<file path="config.mk">
export PLATFORM = sky130hd
export DESIGN_NAME = display_scan
export DESIGN_NICKNAME = d
export VERILOG_FILES = /design/src/rtl/display_pkg.sv /design/src/rtl/display_prescaler.sv /design/src/rtl/display_scan.sv
export SDC_FILE = /design/constraint.sdc
export NUM_CORES = 1
export LEC_CHECK = 0
export ABC_AREA = 1
export BUFFER_PORTS_ARGS = -buffer_cell sky130_fd_sc_hd__buf_2
export CORE_MARGIN = 5
export CORE_UTILIZATION = 30
export CTS_CLUSTER_SIZE = 8
export DETAILED_ROUTE_END_ITERATION = 6
export SYNTH_ARGS = -nofsm -noshare
export SYNTH_HDL_FRONTEND = slang
export SYNTH_SLANG_ARGS = --single-unit
</file>
<file path="constraint.sdc">
create_clock -name clk -period 2.6 [get_ports clk]
set_clock_uncertainty 0.2 [all_clocks]
set_input_delay 0 -clock clk [delete_from_list [all_inputs] [get_ports clk]]
set_output_delay 0 -clock clk [all_outputs]
set_load 0.03 [all_outputs]
</file>
<file path="src/rtl/display_pkg.sv">
// display_pkg: shared constants, segment patterns and the display image record
// for the display_scan driver (optional blink via DISPLAY_SCAN_BLINK_EN).
package display_pkg;

    localparam int NUM_DIGITS = 4;

    localparam logic [6:0] SEG_OFF = 7'h7F;
    localparam logic [3:0] DIG_OFF = 4'hF;

    // Active-high patterns, bit order {g,f,e,d,c,b,a}
    localparam logic [6:0] SEG_0     = 7'h3F;
    localparam logic [6:0] SEG_1     = 7'h06;
    localparam logic [6:0] SEG_2     = 7'h5B;
    localparam logic [6:0] SEG_3     = 7'h4F;
    localparam logic [6:0] SEG_4     = 7'h66;
    localparam logic [6:0] SEG_5     = 7'h6D;
    localparam logic [6:0] SEG_6     = 7'h7D;
    localparam logic [6:0] SEG_7     = 7'h07;
    localparam logic [6:0] SEG_8     = 7'h7F;
    localparam logic [6:0] SEG_9     = 7'h6F;
    localparam logic [6:0] SEG_E     = 7'h79;
    localparam logic [6:0] SEG_R     = 7'h50;
    localparam logic [6:0] SEG_BLANK = 7'h00;

    typedef struct packed {
        logic [7*NUM_DIGITS-1:0] seg;
        logic [NUM_DIGITS-1:0]   dp;
        logic [NUM_DIGITS-1:0]   en;
    } image_t;

    function automatic logic [NUM_DIGITS-1:0] dig_sel(input logic [1:0] i);
        logic [NUM_DIGITS-1:0] one_hot;
        one_hot = 4'b0001 << i;
        return ~one_hot;
    endfunction

endpackage

</file>
<file path="src/rtl/display_prescaler.sv">
// display_prescaler: slot cycle counter and round-robin digit index; flags the
// blanking window, the frame boundary (last cycle of slot 3) and the frame start.
module display_prescaler #(
    parameter int REFRESH_DIV = 50000,
    parameter int BLANK_CYC   = 500
) (
    input  logic       clk,
    input  logic       rst_n,
    output logic [1:0] slot_idx,
    output logic       blanking,
    output logic       frame_boundary,
    output logic       frame_start
);

    localparam int CW = $clog2(REFRESH_DIV);

    logic [CW-1:0] cnt;
    logic          last;

    assign last           = cnt == CW'(REFRESH_DIV - 1);
    assign blanking       = cnt < CW'(BLANK_CYC);
    assign frame_boundary = last && slot_idx == 2'd3;
    assign frame_start    = cnt == '0 && slot_idx == 2'd0;

    always_ff @(posedge clk or negedge rst_n) begin
        if (!rst_n) begin
            cnt      <= '0;
            slot_idx <= 2'd0;
        end else begin
            cnt <= last ? '0 : cnt + 1'b1;
            if (last)
                slot_idx <= slot_idx + 1'b1;
        end
    end

endmodule

</file>
<file path="src/rtl/display_scan.sv">
// display_scan: double-buffered, time-multiplexed 4-digit 7-segment driver with
// blanking gaps; define DISPLAY_SCAN_BLINK_EN to add per-digit blinking.
module display_scan
    import display_pkg::*;
#(
    parameter int REFRESH_DIV = 50000,
    parameter int BLANK_CYC   = 500
`ifdef DISPLAY_SCAN_BLINK_EN
    ,
    parameter int BLINK_FRAMES = 125
`endif
) (
    input  logic        clk,
    input  logic        rst_n,
    input  logic        upd_valid,
    output logic        upd_ready,
    input  logic [27:0] upd_seg,
    input  logic [3:0]  upd_dp,
    input  logic [3:0]  upd_en,
`ifdef DISPLAY_SCAN_BLINK_EN
    input  logic [3:0]  blink,
`endif
    output logic [3:0]  dig_n,
    output logic [6:0]  seg_n,
    output logic        dp_n,
    output logic        frame_tick
);

    logic [1:0] slot_idx;
    logic       blanking;
    logic       frame_boundary;
    logic       frame_start;

    display_prescaler #(
        .REFRESH_DIV(REFRESH_DIV),
        .BLANK_CYC  (BLANK_CYC)
    ) u_prescaler (
        .clk           (clk),
        .rst_n         (rst_n),
        .slot_idx      (slot_idx),
        .blanking      (blanking),
        .frame_boundary(frame_boundary),
        .frame_start   (frame_start)
    );

    image_t shadow;
    image_t active;
    logic   pending;

    assign upd_ready = !pending;

    // Capture and transfer are exclusive: ready is low whenever pending is set.
    always_ff @(posedge clk or negedge rst_n) begin
        if (!rst_n) begin
            shadow  <= '0;
            active  <= '0;
            pending <= 1'b0;
        end else if (upd_valid && upd_ready) begin
            shadow  <= '{seg: upd_seg, dp: upd_dp, en: upd_en};
            pending <= 1'b1;
        end else if (frame_boundary && pending) begin
            active  <= shadow;
            pending <= 1'b0;
        end
    end

    logic [3:0] blink_mask;

`ifdef DISPLAY_SCAN_BLINK_EN
    localparam int FW = BLINK_FRAMES > 1 ? $clog2(BLINK_FRAMES) : 1;

    logic [FW-1:0] frame_cnt;
    logic          phase;
    logic [3:0]    blink_r;
    logic          frame_wrap;

    assign frame_wrap = frame_cnt == FW'(BLINK_FRAMES - 1);
    assign blink_mask = phase ? blink_r : 4'h0;

    // Blink requests and phase only change on frame boundaries, like image updates.
    always_ff @(posedge clk or negedge rst_n) begin
        if (!rst_n) begin
            frame_cnt <= '0;
            phase     <= 1'b0;
            blink_r   <= 4'h0;
        end else if (frame_boundary) begin
            blink_r   <= blink;
            frame_cnt <= frame_wrap ? '0 : frame_cnt + 1'b1;
            if (frame_wrap)
                phase <= !phase;
        end
    end
`else
    assign blink_mask = 4'h0;
`endif

    logic [3:0] eff_en;
    logic [6:0] cur_seg;
    logic       lit;

    assign eff_en  = active.en & ~blink_mask;
    assign cur_seg = active.seg[7*int'(slot_idx) +: 7];
    assign lit     = !blanking && eff_en[slot_idx];

    always_ff @(posedge clk or negedge rst_n) begin
        if (!rst_n) begin
            dig_n      <= DIG_OFF;
            seg_n      <= SEG_OFF;
            dp_n       <= 1'b1;
            frame_tick <= 1'b0;
        end else begin
            dig_n      <= lit ? dig_sel(slot_idx) : DIG_OFF;
            seg_n      <= lit ? ~cur_seg : SEG_OFF;
            dp_n       <= !(lit && active.dp[slot_idx]);
            frame_tick <= frame_start;
        end
    end

endmodule

</file>
# ---- After elaboration in Yosys (flattened, before gate mapping)
# Index checks and enable logic that the tools add are counted.
# W data, S select, Z words.
dict set report word_totals {
  ff_bits 104
  input_bits 39
  out_inout_bits 14
  wordCells 47
}
dict set report op_classes {
  n_addsub 2
  n_mul 1
  n_lt_le_gt_ge 2
  n_eq_ne 2
  shift 2
  muxes 9
  bitwise 3
  n_reduce_logical 13
}
# operator count
set op_table {}
lappend op_table {{$shiftx A28 B6 Y7} 1}
lappend op_table {{$add A16 B1 Y16 const B} 1}
lappend op_table {{$eq A16 B16 Y1 const B} 1}
lappend op_table {{$logic_not A16 Y1} 1}
lappend op_table {{$lt A16 B9 Y1 const B} 1}
lappend op_table {{$mux W16} 1}
lappend op_table {{$mux W7} 1}
lappend op_table {{$not A7 Y7} 1}
lappend op_table {{$logic_and A1 B1 Y1} 6}
lappend op_table {{$mul A3 B2 Y5 const A} 1}
lappend op_table {{$bmux W1 S2} 2}
lappend op_table {{$mux W1} 4}
lappend op_table {{$mux W4} 1}
lappend op_table {{$not A4 Y4} 1}
lappend op_table {{$shl A1 B2 Y4 const A} 1}
lappend op_table {{$logic_not A1 Y1} 3}
lappend op_table {{$lt A2 B3 Y1 const B} 1}
lappend op_table {{$add A2 B1 Y2 const B} 1}
lappend op_table {{$eq A2 B2 Y1 const B} 1}
lappend op_table {{$logic_not A2 Y1} 1}
lappend op_table {{$reduce_and A2 Y1} 1}
lappend op_table {{$reduce_bool A2 Y1} 1}
lappend op_table {{$not A1 Y1} 1}

# ---- Depth between registers and ports, before layout
# Gate-level depths: netlist (run 1).
dict set report logic_depth {
  ltp_word 5
  mapped_depth 9
  mapped_depth_nobuf 8
}

# ---- Hierarchy
# Synthesis (run 1) repeated with hierarchy kept, for this count alone.
dict set report hier_totals {
  hier_cells 539
  hier_area_um2 4674.5
}
# module n_inst cells_each area_each_um2 seq_area_each_um2
set by_module_without_submodules {}
lappend by_module_without_submodules {display_scan 1 382 3528.4 2167.1}
lappend by_module_without_submodules {display_prescaler 1 157 1146.1 450.4}

# ---- Worst setup path after synthesis (run 1)
# Ideal clock, no wire load.
dict set report synth_timing {
  path_type {reg2reg}
  start {reg u_prescaler.slot_idx[0]}
  end {reg frame_tick}
  setup_ps 105
  t_arrival_ps 1396
  required_ps 2295
  slack_ps 899
  stages_incl_launch_ff 8
  path_buffers 3
  period_less_slack_ps 1701
  path_cell_list {dfrtp_1 buf_2 inv_2 buf_2 buf_2 ha_1 nand2_1 nor4b_1}
}
dict set report synth_via {
  elab_chain_cells 2
}
# item line_no
set synth_lines {}
lappend synth_lines {{from (decl)} display_prescaler.sv:9} ;# output logic [1:0] slot_idx,
lappend synth_lines {{from (signal assigned)} display_prescaler.sv:32} ;# slot_idx <= slot_idx + 1'b1;
lappend synth_lines {{$logic_not A2 Y1} display_prescaler.sv:23} ;# assign frame_start = cnt == '0 && slot_idx == 2'd0;
lappend synth_lines {{$logic_and A1 B1 Y1} display_prescaler.sv:23}
lappend synth_lines {{via frame_start} display_scan.sv:32} ;# logic frame_start;
lappend synth_lines {{to (signal assigned)} display_scan.sv:115} ;# frame_tick <= frame_start;
lappend synth_lines {{to (decl)} display_scan.sv:26} ;# output logic frame_tick
# The timed path passes the listed nets, and every way through them passes these cells.
# A chain may end at the register's enable or synchronous reset.

# ---- Worst setup path in the final report (run 1)
dict set report layout_timing {
  start {reg u_prescaler.slot_idx[1]}
  end {reg active[24] in the netlist's numbering}
}
dict set report layout_via {
  elab_chain_cells 4
}
# item line_no
set layout_lines {}
lappend layout_lines {{$eq A2 B2 Y1} display_prescaler.sv:22} ;# assign frame_boundary = last && slot_idx == 2'd3;
lappend layout_lines {{$logic_and A1 B1 Y1} display_prescaler.sv:22}
lappend layout_lines {{$logic_and A1 B1 Y1} display_scan.sv:61} ;# end else if (frame_boundary && pending) begin
lappend layout_lines {{$reduce_and A2 Y1 (no line)} -}
lappend layout_lines {{to (signal assigned)} display_scan.sv:62} ;# active <= shadow;
lappend layout_lines {{to (decl)} display_scan.sv:47} ;# image_t active;
# No other way between the ends.

==> results of run 1 <==
-- power groups by stage --
stage	combinational [W]	sequential [W]	clock, W
floorplan	0.0000554	0.00174	0
global placement	0.000122	0.00175	0
detailed placement	0.000129	0.00175	0
CTS	0.000174	0.00172	0.00131
global route	0.000191	0.00173	0.00136
finish	0.000167	0.00172	0.00126
-- through the flow --
step | utilization | setup WS, ns | power [W] | hold WS, ns
6_report | 0.3759 | 0.4967 | 0.003152 | 0.08335
5_1_grt | 0.3759 | 0.2749 | 0.003285 | 0.1622
4_1_cts | 0.3759 | 0.5030 | 0.003211 | 0.1275
3_5_place_dp | 0.3329 | 0.4861 | 0.001883 | -0.03789
3_3_place_gp | 0.3329 | 0.5500 | 0.001873 | -0.05335
2_1_floorplan | - | 0.8989 | 0.001791 | -0.4956
-- path summary, 6_finish.rpt --
kind	cells past startpoint	startpoint	slack [ns]	to
setup reg to reg	6	u_prescaler.slot_idx[1]	0.50	active[24]
setup / recovery	6	u_prescaler.slot_idx[1]	0.50	active[24]
min in group clk	3	upd_seg[4]	0.21	shadow[12]
max in group asynchronous	3	rst_n	1.31	seg_n[6]
hold reg to reg	2	eff_en[2]	0.28	eff_en[2]
hold / removal	2	rst_n	0.08	u_prescaler.cnt[11]
-- logic make-up (layout without fill, tap and decap cells) --
logic type	count (synthesis)	count (layout)	synth area share
AOI/OAI and AO/OA	34	34	0.03891
xor gates and xnor gates	8	8	0.01493
adders and majority gates	6	6	0.01599
buffers and inverters	45	137	0.06290
DFF	104	104	0.5576
muxes	36	36	0.08635
and+or+nand+nor	224	224	0.2233
-- final cells by class --
| cell class | instances | share of cell area |
|---|---|---|
| inverters | 21 | 0.01374 |
| well taps | 211 | 0.04603 |
| flip-flops and latches | 104 | 0.4564 |
| clock inverters | 5 | 0.005672 |
| repair buffers | 100 | 0.1252 |
| clock buffers | 11 | 0.04232 |
| multi-input cells | 308 | 0.3106 |
-- timing repair --
action / CTS / global route
gates resized for setup: 0 / 0
setup buffers: 0 / 0
endpoints found under the hold margin: 90 / 0
hold buffers: 38 / 0
-- registers in the layout (all words and copies together), names as in the netlist --
register and count:
eff_en 4, shadow 36, active 32, seg_n 7, dig_n 4, u_prescaler.slot_idx 2, u_prescaler.cnt 16, frame_tick 1
dp_n 1, pending 1
-- cells in the mapped netlist, drive strengths merged --
| cell type | n |
|---|---|
| or2 | 1 |
| nor2 | 52 |
| clkinv | 1 |
| buf | 23 |
| xor2 | 7 |
| ha | 6 |
| nand4 | 40 |
| a31oi | 1 |
| nand2 | 106 |
| xnor2 | 1 |
| o21ai | 23 |
| inv | 20 |
| a21oi | 1 |
| nor3 | 1 |
| nand3 | 23 |
| o22ai | 9 |
| dfrtp | 92 |
| nor4b | 1 |
| dfstp | 12 |
| clkbuf | 1 |
| mux2 | 36 |
-- critical path, cell delays in order, from the launching register on --
cell	delay (ns)
dfrtp_1	0.57
ha_1	0.24
nand2_1	0.07
inv_2	0.27
nand3_4	0.38
nand2_1	0.18
nand2_1	0.07
-- layer usage --
metal,GRT usage,part of all wire
met5,0,0
met4,0.04199,0.020
met3,0.03875,0.053
met1,0.1590,0.46
met2,0.1991,0.47
==> results.yml, run 1 <==
sta:
  fmax_mhz: 475.4
  period_needed_ns: 2.103
  setup_viol: 0
  tightest_slew_ns: 0.8460
  final_max_slew_viol_count: 0
  totalNegativeSetupSlack_ns: 0
  rsz0062_at_grt: "false"
  finalCritPeriodShare: 0.8090
  slew_headroom: 0.4360
  hold_viol_final: 0
cells_and_area:
  layout_commonest_cell: "nand2_1"
  final_nets: 589
  fin_cells: 760
  final_cell_mix: "nand2_1, dfrtp_1, buf_2"
  syn2layout_area_growth_pct: 22.17
  n_antenna_cell: 0
  seqCellArea_sq_um: 2618
  drive_gt1_frac: 0.2550
  design_area_sq_um: 5736
  nFillCells: 1530
  multi_input_area_sq_um: 1782
setup_path:
  crit_type: "flip-flop to flip-flop"
  start_kind: "flip-flop"
  crit_required_ns: 2.63
  endpoint_kind: "flip-flop"
  arrival_ns: 2.14
  cp_max_fo: 37
route:
  num_vias: 3516
  routed_wl_um: 10640
  drtPass1Iterations: 5
  drtIter0Drc: 196
  ant_nets: 0
  remaining_drc_errors: 0
  wl_per_cell_um: 14.00
  via_per_inst: 4.626
cts:
  cts_root_buf: "clkbuf_16"
  cts_buffers: 9
  tritoncts: "built"
  worstSkewPairLatency_ns: 0.35
  cts.htree.levels: 3
  clkTransAtPathRegs_ns: 0.07
  cts_buffer_depth: 2
  clock_sinks: 104
power_and_ir_drop:
  p_clk_frac: 0.401
  p_leak_nw: 2.849
  p_per_area_nw_per_um2: 549.6
  p_sw_w: 0.0006888
  internal_power_w: 0.002463
  comb_power_share: 0.053
  vdd_ir_drop_max_v: 0.0003524
  pwr-share-seq: 0.546
  netSwitchingFraction: 0.2185
floorplanning:
  io_pins: 53
  core_area_sq_um: 15260
  die_x_um: 135.1
  rows: 45
  dieHeight_um: 135.1
  start_util: 0.3077
  dieArea_sq_um: 18250
logic_synthesis:
  synth.area.top_cells: "dfrtp_1, mux2_2, nand2_1"
  synth_cells: 457
  netlist_area_sq_um: 4695
  syn-mean-instance-area_sq_um: 10.27
  syn_nets: 502
  synth_seq_cells: 104
  seq_area_frac_synth: 0.5576
  yosys.area.top_type_share: 0.4904
  ys_warn_count: 0
  synth_cell_type_count: 36
  synth_area_leader_cell: "dfrtp_1"
placement:
  post-place-cells: 706
  gp_congestion: 0.8458
  hpwl_um: 7591
  placed_area_sq_um: 5080
  port_buffers: 52
global_route:
  grt_pass1_wl_um: 18150
  grt_pass1_vias: 3725
  grt.overflow.total: 0
  grt_antenna_before_repair: 0
  grt_max_degree: 67
  grt_use_total: 0.1240
run:
  cap_violations: 0
status:
  status: "complete, no violations"
min_path:
  hold_class: "input pin to asynchronous set/reset pin"
Note: power is estimated with default switching activity, not from simulation.
==> run 2, diff against run 1 <==
==> constraint.sdc (replaced) <==
create_clock -name clk -period 2.07 [get_ports clk]
set_clock_uncertainty 0.2 [all_clocks]
set_input_delay 0 -clock clk [delete_from_list [all_inputs] [get_ports clk]]
set_output_delay 0 -clock clk [all_outputs]
set_load 0.03 [all_outputs]
==> run 2 against run 1 <==
Count of clock-buffer cells in the layout is 2 higher; die area stayed put; non-clock buffer count is 4 higher; utilization is 0.57 points higher; via count is 1.4% lower; total power is 28% higher; routed wire length is 3.9% lower; register-to-register slack worse by 0.31 ns; maximum frequency is 12% higher; hold slack worse by 0.012 ns; first-iteration DRC count is 6.6% lower.
==> results.yml, run 2 (synthesis results as in run 1) <==
status:
  status: "complete, no violations"
sta:
  rsz0062_at_grt: "true"
  totalNegativeSetupSlack_ns: 0
  setup_viol: 0
  tightest_slew_ns: 0.4341
  final_max_slew_viol_count: 0
  slew_headroom: 0.7099
  fmax_mhz: 532.3
  hold_viol_final: 0
  finalCritPeriodShare: 0.9076
  period_needed_ns: 1.879
global_route:
  grt_max_degree: 51
  grt_pass1_wl_um: 17440
  grt_use_total: 0.1194
  grt_pass1_vias: 3531
  grt_antenna_before_repair: 0
  grt.overflow.total: 0
cts:
  clock_sinks: 104
  tritoncts: "built"
  clkTransAtPathRegs_ns: 0.07
  cts.htree.levels: 3
  cts_buffer_depth: 2
  worstSkewPairLatency_ns: 0.35
  post_cts_buffers: 0
  cts_buffers: 9
  cts_root_buf: "clkbuf_16"
power_and_ir_drop:
  vdd_ir_drop_max_v: 0.0004106
  p_leak_nw: 2.891
  netSwitchingFraction: 0.2110
  p_per_area_nw_per_um2: 690.3
  internal_power_w: 0.003171
  p_clk_frac: 0.409
  comb_power_share: 0.054
  pwr-share-seq: 0.537
  p_sw_w: 0.0008483
route:
  ant_nets: 0
  num_vias: 3468
  wl_per_cell_um: 13.38
  via_per_inst: 4.539
  drtPass1Iterations: 4
  drtIter0Drc: 183
  remaining_drc_errors: 0
  routed_wl_um: 10220
cells_and_area:
  multi_input_area_sq_um: 1782
  seqCellArea_sq_um: 2618
  top_register: "shadow"
  final_cell_mix: "nand2_1, dfrtp_1, buf_2"
  layout_commonest_cell: "nand2_1"
  syn2layout_area_growth_pct: 24.04
  largest_register_ffs: 36
  n_antenna_cell: 0
  final_nets: 593
  reg_top3: "shadow: 36 flops, active: 32 flops, u_prescaler.cnt: 16 flops"
  nFillCells: 1497
  fin_cells: 764
  drive_gt1_frac: 0.2604
min_path:
  hold_class: "input pin to asynchronous set/reset pin"
floorplanning:
  dieArea_sq_um: 18250
  core_area_sq_um: 15260
  start_util: 0.3077
  die_x_um: 135.1
  io_pins: 53
  rows: 45
  dieHeight_um: 135.1
run:
  cap_violations: 0
setup_path:
  arrival_ns: 1.91
  start_kind: "flip-flop"
  reg2reg_slack_ns: 0.19
  endpoint_kind: "flip-flop"
  crit_type: "flip-flop to flip-flop"
  crit_required_ns: 2.10
  cp_max_fo: 37
placement:
  gp_congestion: 0.8355
  port_buffers: 52
  post-place-cells: 709
  hpwl_um: 7577
-- run 2: changes by cell type in the layout (fill, tap and decap cells not counted) --
cell	delta
clkbuf_8	+2
buf_4	+1
clkinvlp_4	+1
clkinv_2	-3
buf_12	+3
-- run 2: layer usage --
metal  routed length, um  track usage  up-vias  share of wire
li1                    -            -     1722              -
met1                4700       0.1548     1657           0.46
met2                4843       0.1886       72           0.47
met3                 488      0.04210       17          0.048
met4                 189      0.03527        0          0.018
met5                   0            0        -              0
-- run 2: layout make-up --
class / instances / area share
clock buffer: 13 / 0.04641
clock inverter: 3 / 0.004297
inverter: 21 / 0.01354
multi-input combinational: 308 / 0.3060
sequential: 104 / 0.4495
tap: 211 / 0.04534
timing repair buffer: 104 / 0.1349
-- run 2: final timing paths --
check / startpoint / end / depth (start not counted)
worst max-delay path: u_prescaler.cnt[1] / pending / 6
min in group clk: upd_dp[1] / shadow[5] / 3
max in group asynchronous: rst_n / seg_n[6] / 3
worst max register to register: u_prescaler.cnt[1] / pending / 6
worst min register to register: active[27] / active[27] / 2
worst min-delay path: rst_n / dig_n[1] / 2
-- run 2: repair_timing --
action | 4_1_cts | 5_1_grt
resized for setup | 0 | 0
setup endpoints to repair | 0 | 12
hold buffers | 39 | 0
hold endpoints to repair | 139 | 0
-- run 2: stage by stage --
stage	power [W]	hold WS (ns)	util	instance area, sq um	setup WS (ns)
finish	0.004020	0.07152	0.3816	5823	0.1914
global route	0.004201	0.07911	0.3816	5823	-0.02972
CTS	0.004089	0.06629	0.3816	5823	0.1353
detailed placement	0.002361	-0.1948	0.3360	5127	0.1488
global placement	0.002351	-0.2052	0.3360	5127	0.2057
floorplan	0.002249	-0.4956	-	4695	0.3689
-- run 2: critical path, cell delays in order (launching register included) --
cell,delay (ns)
dfrtp_1,0.40
ha_1,0.24
nand3_2,0.14
nor2_4,0.20
nand3_4,0.34
o21ai_0,0.18
inv_1,0.05
-- run 2: power by group through the flow --
stage	Sequential (W)	Combinational (W)	Clock (W)
2_1_floorplan	0.00218	0.0000696	0
3_3_place_gp	0.00220	0.000156	0
3_5_place_dp	0.00220	0.000162	0
4_1_cts	0.00216	0.000224	0.00170
5_1_grt	0.00217	0.000245	0.00179
6_report	0.00216	0.000215	0.00165
==> run 3, diff against run 2 <==
--- a/config.mk
+++ b/config.mk
@@ -11,6 +11,7 @@
 export CORE_UTILIZATION = 30
 export CTS_CLUSTER_SIZE = 8
 export DETAILED_ROUTE_END_ITERATION = 6
+export SETUP_SLACK_MARGIN = 0.3
 export SYNTH_ARGS = -nofsm -noshare
 export SYNTH_HDL_FRONTEND = slang
 export SYNTH_SLANG_ARGS = --single-unit
==> run 3 against run 2 <==
Cell area increased by 3.4%; utilization grew 1.3 points; routed wire length is 4.8% higher; first-iteration DRC count decreased by 16%; non-clock buffer count grew 8; sequential cell count unchanged; combinational power fell by 2%; critical endpoint is now active[21]; largest cell class unchanged.
==> results.yml, run 3 (synthesis results as in run 1) <==
setup_path:
  cp_max_fo: 18
  cp_cell_sequence: "buf_4 > ha_1 > nand2_1 > clkinv_4 > buf_6 > nand4_1 > nand2_1"
  endpoint_kind: "flip-flop"
  worst_r2r_path_depth: 7
  crit_type: "flip-flop to flip-flop"
  reg2reg_from: "u_prescaler.slot_idx[0]"
  cp-startpoint: "u_prescaler.slot_idx[0]"
  path_common_cell: "nand2_1"
  path_buf_inv: 3
  critical-path-slowest-cell: "dfrtp_1"
  arrival_ns: 1.74
  crit_family: "buffers and inverters"
  crit_required_ns: 2.11
  start_kind: "flip-flop"
  critPathMaxStageDelay_ns: 0.38
  cp_num_cells: 7
sta:
  finalCritPeriodShare: 0.8223
  hold_viol_final: 0
  tightest_slew_ns: 0.5051
  setup_viol: 0
  period_needed_ns: 1.702
  fmax_mhz: 587.5
  totalNegativeSetupSlack_ns: 0
  final_max_slew_viol_count: 0
  rsz0062_at_grt: "false"
  slew_headroom: 0.6632
cts:
  cts_buffer_depth: 2
  cts.htree.levels: 3
  clkTransAtPathRegs_ns: 0.07
  cts_root_buf: "clkbuf_16"
  worstSkewPairLatency_ns: 0.35
  clock_sinks: 104
  cts_buffers: 9
  tritoncts: "built"
run:
  cap_violations: 0
route:
  ant_nets: 0
  drtPass1Iterations: 6
  num_vias: 3550
  routed_wl_um: 10710
  drtIter0Drc: 153
  remaining_drc_errors: 0
  wl_per_cell_um: 13.82
  via_per_inst: 4.581
cells_and_area:
  top_register: "shadow"
  final_nets: 604
  design_area_sq_um: 6018
  reg_top3: "shadow: 36 flops, active: 32 flops, u_prescaler.cnt: 16 flops"
  n_antenna_cell: 0
  drive_gt1_frac: 0.2908
  final_cell_mix: "nand2_1, dfrtp_1, buf_2"
  largest_register_ffs: 36
  syn2layout_area_growth_pct: 28.20
  layout_commonest_cell: "nand2_1"
power_and_ir_drop:
  p_per_area_nw_per_um2: 667.4
  p_leak_nw: 2.914
  vdd_ir_drop_max_v: 0.0004179
global_route:
  grt_use_total: 0.1222
  grt_pass1_wl_um: 17840
  grt.overflow.total: 0
  grt_antenna_before_repair: 0
  grt_max_degree: 51
  grt_pass1_vias: 3575
floorplanning:
  dieArea_sq_um: 18250
  die_x_um: 135.1
  start_util: 0.3077
  rows: 45
  io_pins: 53
  core_area_sq_um: 15260
  dieHeight_um: 135.1
placement:
  hpwl_um: 7577
  placed_area_sq_um: 5127
  port_buffers: 52
  gp_congestion: 0.8355
min_path:
  hold_class: "input pin to flip-flop"
  hold_path.startpoint: "upd_dp[1]"
  min_path_cells: 3
status:
  status: "complete, no violations"
[run 3: cell count changes in the layout (fill, tap and decap cells not counted), moves of 2 or more]
cell and delta:
buf_8 +2, nand3_4 +3, nand2_1 -2, buf_4 +3
dfrtp_1 -3, dfrtp_2 +3, nand2_2 +2
[run 3: repair_timing]
action,4_1_cts,5_1_grt
buffers inserted,1,7
pin swaps,2,2
hold endpoints to repair,139,0
hold buffers,39,0
gates cloned,2,1
endpoints found under the setup margin,44,57
gates resized for setup,4,22
[run 3: worst paths after layout]
path                                        to  slack [ns]
max                                 active[21]        0.37
min                                  shadow[5]        0.21
max reg2reg                         active[21]        0.37
min reg2reg                         active[26]        0.27
max in group asynchronous             seg_n[6]        0.49
min in group asynchronous  u_prescaler.cnt[14]        0.50
[run 3: routing by layer]
| layer | GRT usage | up-vias | wire (um) |
|---|---|---|---|
| met5 | 0 | - | 0 |
| met4 | 0.03303 | 0 | 146 |
| met3 | 0.04210 | 12 | 560 |
| met2 | 0.1944 | 77 | 5123 |
| met1 | 0.1593 | 1709 | 4883 |
| li1 | - | 1752 | - |
[run 3: where the power goes]
part,internal [W],switching (W)
Combinational,0.000135,0.0000762
Clock,0.000919,0.000727
Sequential,0.00211,0.0000445
[run 3: tightest hold or removal path: stages]
cell and delay [ns]:
dlygate4sd3_1 0.51, buf_2 0.09, mux2_2 0.12
[run 3: cell type report]
cell class                 instances  area (sq um)
fill                            1480          9240
sequential                       104          2621
multi-input combinational        311          1869
timing repair buffer             112         879.6
clock buffer                      13         270.3
tap                              211         264.0
inverter                          21         88.84
clock inverter                     3         25.02
[run 3: stage by stage]
stage / cells / setup slack, ns / total power [W] / util / hold slack, ns
2_1_floorplan: 457 / 0.3689 / 0.002249 / - / -0.4956
3_3_place_gp: 709 / 0.2057 / 0.002351 / 0.3360 / -0.2052
3_5_place_dp: 709 / 0.1488 / 0.002361 / 0.3360 / -0.1948
4_1_cts: 767 / 0.2824 / 0.004085 / 0.3847 / 0.1985
5_1_grt: 775 / 0.3115 / 0.004193 / 0.3944 / 0.2021
6_report: 775 / 0.3678 / 0.004017 / 0.3944 / 0.2076
